## src/rtl/pipe_hazard_ctrl.sv

```systemverilog
// Stall/flush sequencer for the 5-stage MIPS pipeline: load-use bubbles,
// branch redirect flushes, data-memory handshake with watchdog, perf counters.
module pipe_hazard_ctrl #(
  parameter int TIMEOUT = 255,
  parameter int CNT_W   = 16
) (
  input  logic             clk,
  input  logic             rst,
  input  logic             ifid_valid,
  input  logic [4:0]       ifid_rs,
  input  logic [4:0]       ifid_rt,
  input  logic             idex_memread,
  input  logic [4:0]       idex_rt,
  input  logic             exmem_memread,
  input  logic             exmem_memwrite,
  input  logic [1:0]       exmem_pcsrc,
  input  logic             exmem_zero,
  input  logic             mem_ack,
  output logic             pc_write,
  output logic             ifid_write,
  output logic             idex_write,
  output logic             exmem_write,
  output logic             ifid_flush,
  output logic             idex_flush,
  output logic             exmem_flush,
  output logic             memwb_bubble,
  output logic             redirect,
  output logic             mem_req,
  output logic             mem_err,
  output logic [CNT_W-1:0] stall_cycles,
  output logic [CNT_W-1:0] flush_count
);

  typedef enum logic [1:0] {
    RUN     = 2'd0,
    MEMWAIT = 2'd1,
    HALT    = 2'd2
  } state_t;

  localparam logic [15:0] WD_LIMIT = 16'(TIMEOUT);

  state_t      state, state_next;
  logic [15:0] wd, wd_next;
  logic        err_next;
  logic        memop, taken, lu, mem_stall;

  assign memop = exmem_memread | exmem_memwrite;
  assign taken = ((exmem_pcsrc == 2'b01) &  exmem_zero) |
                 ((exmem_pcsrc == 2'b10) & ~exmem_zero) |
                  (exmem_pcsrc == 2'b11);
  assign lu    = idex_memread & ifid_valid & (idex_rt != 5'd0) &
                 ((idex_rt == ifid_rs) | (idex_rt == ifid_rt));
  // MEMWAIT keeps waiting on the ack regardless of the current EX/MEM contents
  assign mem_stall = ~mem_ack & (memop | (state == MEMWAIT));

  always_comb begin
    pc_write     = 1'b1;
    ifid_write   = 1'b1;
    idex_write   = 1'b1;
    exmem_write  = 1'b1;
    ifid_flush   = 1'b0;
    idex_flush   = 1'b0;
    exmem_flush  = 1'b0;
    memwb_bubble = 1'b0;
    redirect     = 1'b0;
    mem_req      = 1'b0;
    state_next   = state;
    wd_next      = wd;
    err_next     = mem_err;

    if (rst) begin
      pc_write    = 1'b0;
      ifid_write  = 1'b0;
      idex_write  = 1'b0;
      exmem_write = 1'b0;
      state_next  = RUN;
      wd_next     = '0;
      err_next    = 1'b0;
    end else begin
      case (state)
        HALT: begin
          pc_write     = 1'b0;
          ifid_write   = 1'b0;
          idex_write   = 1'b0;
          exmem_write  = 1'b0;
          memwb_bubble = 1'b1;
        end
        default: begin
          if (mem_stall) begin
            mem_req      = 1'b1;
            pc_write     = 1'b0;
            ifid_write   = 1'b0;
            idex_write   = 1'b0;
            exmem_write  = 1'b0;
            memwb_bubble = 1'b1;
            if (state != MEMWAIT) begin
              state_next = MEMWAIT;
              wd_next    = 16'd1;
            end else if (wd == WD_LIMIT) begin
              state_next = HALT;
              err_next   = 1'b1;
            end else begin
              wd_next = wd + 16'd1;
            end
          end else begin
            mem_req    = memop | (state == MEMWAIT);
            state_next = RUN;
            if (taken) begin
              redirect    = 1'b1;
              ifid_flush  = 1'b1;
              idex_flush  = 1'b1;
              exmem_flush = 1'b1;
            end else if (lu) begin
              pc_write   = 1'b0;
              ifid_write = 1'b0;
              idex_flush = 1'b1;
            end
          end
        end
      endcase
    end
  end

  always_ff @(posedge clk) begin
    state   <= state_next;
    wd      <= wd_next;
    mem_err <= err_next;
    if (rst) begin
      stall_cycles <= '0;
      flush_count  <= '0;
    end else begin
      if (!pc_write && stall_cycles != '1) stall_cycles <= stall_cycles + 1'b1;
      if (redirect && flush_count != '1)   flush_count  <= flush_count + 1'b1;
    end
  end

endmodule

```

## config.mk

```make
export PLATFORM = sky130hd
export DESIGN_NAME = pipe_hazard_ctrl
export DESIGN_NICKNAME = d
export VERILOG_FILES = /design/src/rtl/pipe_hazard_ctrl.sv
export SDC_FILE = /design/constraint.sdc
export NUM_CORES = 1
export LEC_CHECK = 0
export ABC_CLOCK_PERIOD_IN_PS = 2200
export CAP_MARGIN = 20
export CORE_ASPECT_RATIO = 1.75
export CORE_MARGIN = 8
export CORE_UTILIZATION = 44
export CTS_CLUSTER_DIAMETER = 100
export DETAILED_ROUTE_END_ITERATION = 8
export PLACE_DENSITY = 0.76
export SLEW_MARGIN = 20
export SYNTH_ARGS = -nofsm -noshare
export SYNTH_HDL_FRONTEND = slang
export SYNTH_SLANG_ARGS = --single-unit
```

## constraint.sdc

```tcl
create_clock -name clk -period 2.2 [get_ports clk]
set_clock_uncertainty 0.15 [all_clocks]
set_input_delay 0.22 -clock clk [delete_from_list [all_inputs] [get_ports clk]]
set_output_delay 0.22 -clock clk [all_outputs]
set_load 0.02 [all_outputs]
```

; Yosys cells after proc, flatten, opt, wreduce, memory -nomap -nowiden
; Cells that the tools add are included.
[word_totals]
ff_bits = 51
wordCells = 71
[classes]
n_addsub = 3
n_eq_ne = 13
n_mux = 28
bitwise_logic = 15
reduce_logical = 7
[op_table]
columns = operator, n
row1 = adder 16 x 1 -> 16 bit (second input constant), 3
row2 = 2-to-1 mux 16 bit, 2
row3 = != test 16 bit (second input constant), 2
row4 = 2-to-1 mux 1 bit, 23
row5 = equality test 16 x 8 -> 1 bit (second input constant), 1
row6 = equality test 5 bit, 2
row7 = bitwise AND 1 bit, 6
row8 = equality test 2 bit (second input constant), 3
row9 = 2-to-1 mux 2 bit, 3
row10 = bitwise OR 1 bit, 5
row11 = nonzero test 5 bit, 1
row12 = equality test 2 x 1 -> 1 bit (second input constant), 2
row13 = inverter 1 bit, 4
row14 = AND reduction 4 bit, 1
row15 = != test 3 x 1 -> 1 bit (second input constant), 1
row16 = AND reduction 3 bit, 1
row17 = logical AND 1 bit, 2
row18 = != test 2 x 1 -> 1 bit (second input constant), 1
row19 = != test 2 bit (second input constant), 1
row20 = AND reduction 2 bit, 1
row21 = logical NOT 1 bit, 1

; Logic depth before layout (Yosys ltp)
[depth]
ltp_word = 10
depth_mapped = 9

; Worst setup path after synthesis
; No wires, ideal clock.
[synth_timing]
path_type = flip-flop to flip-flop
start = register stall_cycles[0]
end = register stall_cycles[1]
setup_ns = 0.128
arrival_time_ns = 2.069
required_time_ns = 1.922
setup_slack_ns = -0.147
path_stages_with_launch = 10
n_path_buf = 2
period_less_slack_ns = 2.347
path_cell_list = dfxtp_1 > ha_1 > nand4_1 > nor4_4 > nor3b_1 > a21oi_4 > buf_6 > buf_12 > mux2i_1 > nor2_1
[synth_between]
elab_chain_cells = 2
word_cells_on_any_way = 3
[synth_lines]
columns = element, line_no
row1 = start: declaration, 30  ; output logic [CNT_W-1:0] stall_cycles,
row2 = start signal: assignment, 132  ; if (!pc_write && stall_cycles != '1) stall_cycles <= stall_cycles + 1'b1;
row3 = branches (longest 2 deep; another with adder 16 x 1 -> 16 bit), n/a
; Several ways; the timed one is not identified.
; A chain may end at the register's enable or synchronous reset.

; Final worst setup path
[layout_timing]
start = input idex_rt[1]
end = output idex_flush
[layout_between]
elab_chain_cells = 8
word_cells_on_any_way = 11
[layout_lines]
columns = element, line_no
row1 = start: declaration, 13  ; input logic [4:0] idex_rt,
row2 = equality test 5 bit or nonzero test 5 bit (tied branches), "52, 51"
row3 = bitwise OR 1 bit or bitwise AND 1 bit (tied branches), "52, 51"
row4 = bitwise AND 1 bit (*), 51  ; assign lu = idex_memread & ifid_valid & (idex_rt != 5'd0) &
row5 = 2-to-1 mux 1 bit (*), 113  ; end else if (lu) begin
row6 = 2-to-1 mux 1 bit (*), 108  ; if (taken) begin
row7 = 2-to-1 mux 1 bit (*), 89  ; if (mem_stall) begin
row8 = 2-to-1 mux 1 bit (*), 80  ; case (state)
row9 = 2-to-1 mux 1 bit (*), 71  ; if (rst) begin
row10 = end: declaration, 24  ; output logic idex_flush,
; Mark *: on every way between the ends. The rest lies on a longest branch, timed or not.

==> results.py <==
metrics = {
    "status": {
        "status": "complete, no violations",
    },
    "layout": {
        "antenna-diode-count": 0,
        "final_nets": 466,
        "synthToLayoutAreaGrowth_pct": 45.48,
        "proportion_of_layout_cells_with_a_drive_suffix_above_1": 0.1913,
    },
    "clock_network": {
        "cts_made_buffers": 5,
        "clkLatencyLatePin_ns": 0.30,
        "cts-htree-levels": 2,
        "numClockSinks": 51,
        "library_cell_used_as_clock_root_buffer": "sky130_fd_sc_hd__clkbuf_8",
        "cts-root-to-sink-buffers": 2,
        "path_clk_slew_ns": 0.09,
        "tritoncts": "built",
    },
    "yosys": {
        "synthesis.instances": 326,
        "synth_nets": 354,
        "syn_avg_cell_area_sq_um": 8.236,
        "synthDominantCellAreaShare": 0.3802,
        "ys_seq_area_frac": 0.3802,
        "synth-warning-count": 0,
        "yosys_register_bits": 51,
        "synth.top_cells.by_count": "51 x sky130_fd_sc_hd__dfxtp_1, 39 x sky130_fd_sc_hd__nor2_1, 22 x sky130_fd_sc_hd__a21oi_1",
        "post_synth_instance_area_sq_um": 2685,
        "synth_edf_count": 0,
        "most_frequent_cell_after_synthesis": "sky130_fd_sc_hd__dfxtp_1",
        "synth.area.top_cells": "sky130_fd_sc_hd__dfxtp_1 38%, sky130_fd_sc_hd__xnor2_1 6.2%, sky130_fd_sc_hd__nor2_1 5.5%",
        "synth.largest_area_cell": "sky130_fd_sc_hd__dfxtp_1",
        "async_flop_share": 0,
        "yosys.cell_types.count": 45,
        "synth_flop_cell": "sky130_fd_sc_hd__dfxtp_1",
    },
    "sta": {
        "finalCriticalPeriod_ns": 2.102,
        "grt_setup_unrepaired": "yes",
        "tightest_slew_ns": 0.4634,
        "report.final.slew_viol_count": 0,
        "hold_violations": 0,
        "timing.hold.ws_ns": 0.3132,
        "slew_headroom": 0.6887,
        "fmax_mhz": 475.8,
        "finalSetupViolCount": 0,
        "timing.final.crit_share": 0.9553,
    },
    "global_routing": {
        "grt_pass1_vias": 2834,
        "grt_antenna_before_repair": 0,
        "grt_remaining_overflow": 0,
        "wire_length_of_the_first_global_routing_pass_um": 12600,
        "groute.usage.overall": 0.1752,
        "grt_max_degree": 28,
    },
    "power": {
        "p_sw_uw": 468.4,
        "cellInternalPower_uw": 1311,
        "share_seq_of_total_power": 0.530,
        "power.share.clock": 0.297,
        "net_sw_frac": 0.2632,
        "power.combinational.fraction": 0.174,
        "total_leakage_power_uw": 0.001482,
        "final_total_power_uw": 1780,
        "power_per_cell_area_nw_per_um2": 455.6,
        "power.ir.vdd_worst_mv": 0.3870,
    },
    "critical_path": {
        "cp_slowest_cell": "sky130_fd_sc_hd__or4_4",
        "worstReg2RegStart": "state[1]",
        "register_to_register_setup_slack_ns": 0.11,
        "timing.critical_path.slowest_cell_delay_ns": 0.53,
        "worst_setup_path_end_kind": "output pin",
        "path_depth_of_the_worst_reg2reg_path": 7,
        "cp-start-kind": "input pin",
        "worst-setup-path-type": "in -> out",
        "cp_data_arrival_time_ns": 1.73,
        "required_worst_endpoint_ns": 1.83,
        "critical_path_origin": "idex_rt[1]",
        "timing.critical_path.fanout_max": 2,
        "regToRegEndpoint": "stall_cycles[7]",
        "path_cells": "dlygate4sd2_1 > or4_4 > o211ai_2 > buf_4 > inv_1 > nand2_1 > a21oi_1 > clkdlybuf4s15_2",
    },
    "die": {
        "fp.dieArea_sq_um": 8956,
        "io_pins": 68,
        "dieHeight_um": 119.3,
        "initial_utilization": 0.4567,
        "rows": 37,
        "fp.dieW_um": 75.05,
        "design.core.area_sq_um": 5879,
    },
    "min_path": {
        "min-delay-start": "mem_err",
        "timing.hold.worst_endpoint": "mem_err",
        "min_path_cells": 2,
        "worst_hold_path_type": "reg -> reg",
    },
    "route": {
        "detail-route-antenna-nets": 0,
        "final_wl_um": 7846,
        "initialDrtViolationCount": 118,
        "wl_per_cell_um": 15.18,
        "dr_total_vias": 2806,
        "routed_via_density": 5.427,
        "drt-pass1-iter-count": 4,
        "post_route_drc_violation_count": 0,
    },
    "placed_design": {
        "buffers_added_on_ports": 67,
        "routabilityCongestion": 0.9079,
        "place.detailed.hpwl_um": 6094,
    },
    "job": {
        "number_of_maximum_capacitance_constraint_violations": 0,
    },
}
==> worst max path at each step <==
stage | endpoint | slack, ns | cells past startpoint
floorplan | stall_cycles[1] | 0.002 | 9
global placement | pc_write | -0.45 | 6
detailed placement | ifid_write | -0.48 | 6
global route | stall_cycles[7] | -0.04 | 7
CTS | ifid_write | -0.03 | 7
finish | idex_flush | 0.1 | 8
==> logic make-up after synthesis <==
family                   count (synthesis)  share of synthesized area
buffers and inverters                   30                    0.05685
XOR/XNOR                                34                     0.1109
adder cells (fa/ha/maj)                  5                    0.02144
multiplexers                             5                    0.01957
AO/OA/AOI/OAI                           49                     0.1095
AND/OR/NAND/NOR                        152                     0.3015
flip-flops                              51                     0.3802
==> placed cells by master, fill, tap and decap left out, drive strengths merged, types with 10 or more instances in the layout <==
| cell type | n |
|---|---|
| a21oi | 23 |
| buf | 53 |
| clkbuf | 10 |
| clkdlybuf4s50 | 52 |
| dfxtp | 51 |
| inv | 15 |
| nand2 | 20 |
| nand3 | 15 |
| nand4 | 21 |
| nor2 | 39 |
| o21ai | 12 |
| or3 | 15 |
| xnor2 | 19 |
| xor2 | 15 |
==> timing repair <==
item | CTS | global route
resized for setup | 26 | 20
buffers inserted | 1 | 2
cloned | 0 | 1
pin swaps | 5 | 5
hold buffers | 0 | 0
setup endpoints to repair | 20 | 27
==> sequential cells by signal, indices dropped and copies added, names as in the netlist <==
signal	count
state	2
wd	16
stall_cycles	16
mem_err	1
flush_count	16
==> stage by stage <==
stage | utilization | TNS, ns | instances | setup slack (ns) | instance area, sq um
finish | 0.6644 | 0 | 517 | 0.09825 | 3906
global route | 0.6644 | -0.08160 | 517 | -0.04104 | 3906
CTS | 0.6540 | -0.04134 | 515 | -0.03091 | 3845
detailed placement | 0.6378 | -7.918 | 506 | -0.4811 | 3750
global placement | 0.6378 | -6.788 | 506 | -0.4515 | 3750
floorplan | - | 0 | 326 | 0.001923 | 2690
==> cell type report <==
class | instances | area (sq um)
Inverter | 15 | 56.30
Multi-Input combinational cell | 245 | 1558
Tap cell | 78 | 97.59
Sequential cell | 51 | 1027
Clock inverter | 3 | 15.01
Timing Repair Buffer | 120 | 1084
Clock buffer | 5 | 68.82
Fill cell | 520 | 1973
==> power groups by stage <==
stage / sequential, uW / clock (uW) / combinational (uW)
2_1_floorplan: 979 / 0 / 126
3_3_place_gp: 963 / 0 / 290
3_5_place_dp: 964 / 0 / 298
4_1_cts: 942 / 545 / 296
5_1_grt: 945 / 578 / 332
6_report: 943 / 528 / 309
==> critical path: cells and delay by family <==
family | cells | cell delay (ns)
AOI/OAI and AO/OA | 2 | 0.23
and+or+nand+nor | 2 | 0.60
buffers and inverters | 4 | 0.69
==> routing by layer <==
metal  track usage  wire length (um)  share of wire
met3       0.04202               514          0.066
met2        0.3337              4251           0.54
met1        0.1633              2886           0.37
met5             0                 0              0
met4       0.07531               194          0.025
Note: power is estimated with default switching activity, not from simulation.
